### src/rtl/ttl_74259_clocked.sv
// ttl_74259_clocked
//   Clocked addressable latch / demultiplexer with a built-in serial-fill pointer.
//   Every state change happens on the rising Clk edge; Clear_bar clears everything
//   asynchronously. Outputs leave the internal registers through one delayed
//   continuous assignment each.
//
// Ports
//   Clk        in   rising-edge clock
//   Clear_bar  in   asynchronous clear, active low
//   Enable_bar in   operation enable, active low
//   Mode       in   [1:0] operation select (see table below)
//   Select     in   [WIDTH_SELECT-1:0] bit index (write/demux) or pointer load value
//   D          in   data bit to route
//   Q          out  [WIDTH_OUT-1:0] registered outputs
//   Address    out  [WIDTH_SELECT-1:0] serial-fill pointer
//   Full       out  sticky flag, set when a fill writes the last index
//
// Mode | meaning
// -----+------------------------------------------------------------
//  00  | load pointer from Select (0 if out of range), clear Full
//  01  | Q[Select] <= D, other bits hold, clear Full
//  10  | Q[Select] <= D, other bits cleared, clear Full
//  11  | Q[Address] <= D, Address advances with wrap, Full is sticky
module ttl_74259_clocked #(
   parameter int WIDTH_OUT    = 16,
   parameter int WIDTH_SELECT = $clog2(WIDTH_OUT),
   parameter int DELAY_RISE   = 0,
   parameter int DELAY_FALL   = 0
) (
   input  logic                    Clk,
   input  logic                    Clear_bar,
   input  logic                    Enable_bar,
   input  logic [1:0]              Mode,
   input  logic [WIDTH_SELECT-1:0] Select,
   input  logic                    D,
   output logic [WIDTH_OUT-1:0]    Q,
   output logic [WIDTH_SELECT-1:0] Address,
   output logic                    Full
);

   localparam logic [1:0] MODE_LOAD  = 2'b00;
   localparam logic [1:0] MODE_WRITE = 2'b01;
   localparam logic [1:0] MODE_DEMUX = 2'b10;
   localparam logic [1:0] MODE_FILL  = 2'b11;

   localparam logic [31:0]             N_OUT     = 32'(WIDTH_OUT);
   localparam logic [WIDTH_SELECT-1:0] ADDR_LAST = WIDTH_SELECT'(WIDTH_OUT - 1);
   localparam logic [WIDTH_SELECT-1:0] ADDR_ONE  = WIDTH_SELECT'(1);

   logic [WIDTH_OUT-1:0]    q_reg;
   logic [WIDTH_SELECT-1:0] addr_reg;
   logic                    full_reg;

   logic                    sel_ok;
   logic                    at_last;
   logic [WIDTH_OUT-1:0]    demux_val;

   // Select can encode indices beyond the last output when WIDTH_OUT is not a
   // power of two; such indices must never touch Q.
   assign sel_ok  = 32'(Select) < N_OUT;
   assign at_last = (addr_reg == ADDR_LAST);

   always_comb begin
      demux_val = '0;
      if (sel_ok) demux_val[Select] = D;
   end

   always_ff @(posedge Clk or negedge Clear_bar) begin
      if (!Clear_bar) begin
         q_reg    <= '0;
         addr_reg <= '0;
         full_reg <= 1'b0;
      end else if (!Enable_bar) begin
         unique case (Mode)
            MODE_LOAD: begin
               addr_reg <= sel_ok ? Select : '0;
               full_reg <= 1'b0;
            end
            MODE_WRITE: begin
               if (sel_ok) q_reg[Select] <= D;
               full_reg <= 1'b0;
            end
            MODE_DEMUX: begin
               q_reg    <= demux_val;
               full_reg <= 1'b0;
            end
            MODE_FILL: begin
               // addr_reg is always in range, so no guard is needed here.
               q_reg[addr_reg] <= D;
               addr_reg        <= at_last ? '0 : addr_reg + ADDR_ONE;
               if (at_last) full_reg <= 1'b1;
            end
         endcase
      end
   end

   // The zero-delay case gets plain assignments so the default build carries
   // no timing constructs at all.
   generate
      if (DELAY_RISE == 0 && DELAY_FALL == 0) begin : g_out_nodly
         assign Q       = q_reg;
         assign Address = addr_reg;
         assign Full    = full_reg;
      end else begin : g_out_dly
         assign #(DELAY_RISE, DELAY_FALL) Q       = q_reg;
         assign #(DELAY_RISE, DELAY_FALL) Address = addr_reg;
         assign #(DELAY_RISE, DELAY_FALL) Full    = full_reg;
      end
   endgenerate

endmodule

### config.mk
export PLATFORM = sky130hd
export DESIGN_NAME = ttl_74259_clocked
export DESIGN_NICKNAME = d
export VERILOG_FILES = /design/src/rtl/ttl_74259_clocked.sv
export SDC_FILE = /design/constraint.sdc
export NUM_CORES = 1
export LEC_CHECK = 0
export CORE_MARGIN = 1
export CORE_UTILIZATION = 59
export CTS_BUF_LIST = sky130_fd_sc_hd__clkbuf_8
export DETAILED_ROUTE_END_ITERATION = 10
export PLACE_DENSITY = 0.91
export REMOVE_ABC_BUFFERS = 1
export SLEW_MARGIN = 25
export SYNTH_ARGS = -nofsm -noshare
export SYNTH_HDL_FRONTEND = slang
export SYNTH_SLANG_ARGS = --single-unit
### constraint.sdc
create_clock -name Clk -period 4.59 [get_ports Clk]
set_clock_uncertainty 0.1 [all_clocks]
set_input_delay 1.1475 -clock Clk [delete_from_list [all_inputs] [get_ports Clk]]
set_output_delay 1.1475 -clock Clk [all_outputs]
set_load 0.02 [all_outputs]
==> flow_metrics.env <==
export IMPL_run_status="finished, violations left"
export IMPL_violations="DRC"
export IMPL_antenna_found_initial=0
export IMPL_core_area_um2=2810
export IMPL_synth_area_um2=1780
export IMPL_finalPower_w=0.000647
export IMPL_synthCells=199
export IMPL_ir_drop_v=0.000210
export IMPL_drtIter0Drc=95
export IMPL_clock_sinks=21
export IMPL_crit_type="in -> reg"
export IMPL_grtUsageTotal=0.268
export IMPL_syn_to_final_growth_pct=14.0
export IMPL_critPathSlowestCell="ha_1"
export IMPL_min_to="Full"
export IMPL_cts_buffers_inserted=3
export IMPL_crit_path_cell_trace="clkdlybuf4s50_1 -> ha_1 -> a21boi_2 -> a32o_1 -> mux2_2"
export IMPL_finalSetupTns_ns=0
export IMPL_synth_warnings=0
export IMPL_ys_ff_latch=21
export IMPL_die_w_um=57.0
export IMPL_slew_violations=0
export IMPL_rrSetupSlack_ns=2.42
export IMPL_worstPathArrival_ns=3.50
export IMPL_synthTopCellsByArea="dfrtp_1, mux2_2, ha_1"
export IMPL_via_per_inst=6.45
export IMPL_max_freq_mhz=290
export IMPL_clk_latency_ns=0.26
export IMPL_final_common_cell="clkdlybuf4s50_1"
export IMPL_startpoint="Mode[1]"
export IMPL_rsz0062_at_grt="false"
export IMPL_ioPinCount=31
export IMPL_layout_drive_gt1_share=0.0991
export IMPL_p_leak_nw=0.861
export IMPL_grt_pass1_wl_um=6830
export IMPL_diodes=0
export IMPL_synth_cell_type_count=39
export IMPL_holdBufCountCts=0
export IMPL_path_max_fanout=26
export IMPL_start_util=0.636
export IMPL_fin_cells=243
export IMPL_dp_hpwl_um=2760
export IMPL_worst_pin_slew_ns=0.976
export IMPL_rows=19
export IMPL_cts_root_buffer="clkbuf_8"
export IMPL_cts_resized=0
export IMPL_hold_viol=0
export IMPL_hold_start="Full"
export IMPL_grt_max_degree=27
export IMPL_drv_cap=0
export IMPL_cts_tree="built"
export IMPL_grt_pass1_vias=1533
export IMPL_design_area_um2=2030
export IMPL_clkTransAtPathRegs_ns=0.08
export IMPL_wl_per_cell_um=17.2
export IMPL_synth_top_area_frac=0.295
export IMPL_finalSetupViolations=0
export IMPL_end_kind="flop"
export IMPL_cp_top_family="adder cells"
export IMPL_synth_top_flop_cell="dfrtp_1"
export IMPL_path_buf_inv=1
export IMPL_firstDrtPassIters=8
export IMPL_worstReg2RegStart="Address[0]"
export IMPL_avgSynthCellArea_um2=8.97
export IMPL_drc=7
export IMPL_period_share=0.751
export IMPL_dieArea_um2=3250
export IMPL_layout_min_cycle_time_ns=3.45
export IMPL_cts_max_level=1
export IMPL_post_cts_setup_buffer_count=0
export IMPL_layout_nets=232
export IMPL_synth_edff_count=0
export IMPL_drtAntennaViolNets=0
export IMPL_fp_dieH_um=57.0
export IMPL_grt_overflow_total=0
export IMPL_slew_headroom=0.349
export IMPL_place_congestion=0.825
export IMPL_yosysSeqAreaShare=0.295
export IMPL_synthArstFlopShare=1.00
export IMPL_yosysTopAreaCell="dfrtp_1"
export IMPL_dr_total_vias=1567
export IMPL_layout_common_cells="clkdlybuf4s50_1, dfrtp_1, a21oi_1"
export IMPL_portBuffers=30
export IMPL_min_delay_path_depth=1
export IMPL_cp_depth=5
export IMPL_max_stage_delay_ns=0.82
export IMPL_reg2regPathDepth=6
export IMPL_clock_path_buffers=2
export IMPL_cp_required_ns=4.64
export IMPL_startpoint_type="primary input"
export IMPL_totalWireLength_um=4190
export IMPL_p_per_area_nw_per_um2=318
export IMPL_dpl_cell_area_um2=1990
export IMPL_hp_class="reg -> reg"
export IMPL_dp_cells=239
==> kinds of logic after synthesis <==
| group | count (synthesis) | synth area share |
|---|---|---|
| AND/OR/NAND/NOR | 65 | 0.203 |
| AO/OA/AOI/OAI | 49 | 0.186 |
| buffers and inverters | 29 | 0.0898 |
| multiplexers | 26 | 0.164 |
| flip-flops | 21 | 0.295 |
| adder cells (fa/ha/maj) | 9 | 0.0631 |
==> worst max path at each step <==
stage / slack [ns] / endpoint
after floorplan: 1.84 / flop
after global placement: 1.02 / flop
after detailed placement: 0.94 / flop
after CTS: 1.21 / flop
after global routing: 1.07 / flop
final: 1.14 / flop
==> stage by stage <==
step           hold WS, ns  setup slack, ns   util
6_report             0.414             1.14  0.725
5_1_grt              0.455             1.07  0.725
4_1_cts              0.409             1.21  0.727
3_5_place_dp         0.392            0.941  0.711
3_3_place_gp         0.390             1.02  0.711
2_1_floorplan        0.513             1.84      -
==> area by class of cell <==
| class | instances | area (µm²) |
|---|---|---|
| well taps | 31 | 38.8 |
| inverters | 8 | 30.0 |
| repair buffers | 30 | 295 |
| fillers | 208 | 772 |
| flip-flops and latches | 21 | 526 |
| multi-input cells | 149 | 1100 |
| clock inverters | 1 | 3.75 |
| clock buffers | 3 | 41.3 |
==> synth_stat cells (all sizes together), types with 2 or more instances <==
library cell  instances
nand2                16
clkbuf                6
nand3                 5
nand4                 4
dfrtp                21
mux2                 23
inv                   8
nor2b                 5
a21oi                19
buf                  15
a21boi                3
nor3b                 2
a32o                  9
o21ai                 7
ha                    9
a31oi                 6
and3                  3
mux2i                 3
nand3b                8
nand4b                2
a32oi                 2
nor2                 15
==> worst register-to-register path, stage by stage, from the launching register on <==
cell,delay (ns)
dfrtp_1,0.56
inv_1,0.15
ha_1,0.32
nand3_1,0.13
mux2_1,0.34
a32o_1,0.21
mux2_2,0.26
==> where the power goes <==
part / internal (W) / switching, W
registers: 0.000211 / 0.0000524
logic: 0.000127 / 0.000134
clock network: 0.0000597 / 0.0000630
total: 0.000397 / 0.000250
==> metal layers <==
layer / GRT usage / wire [µm] / vias up
met5: 0 / 0 / -
met1: 0.343 / 1720 / 754
li1: - / - / 743
met4: 0.122 / 27 / 0
met3: 0.0317 / 284 / 4
met2: 0.455 / 2160 / 66
No activity file was read; power rests on OpenSTA's default activity.
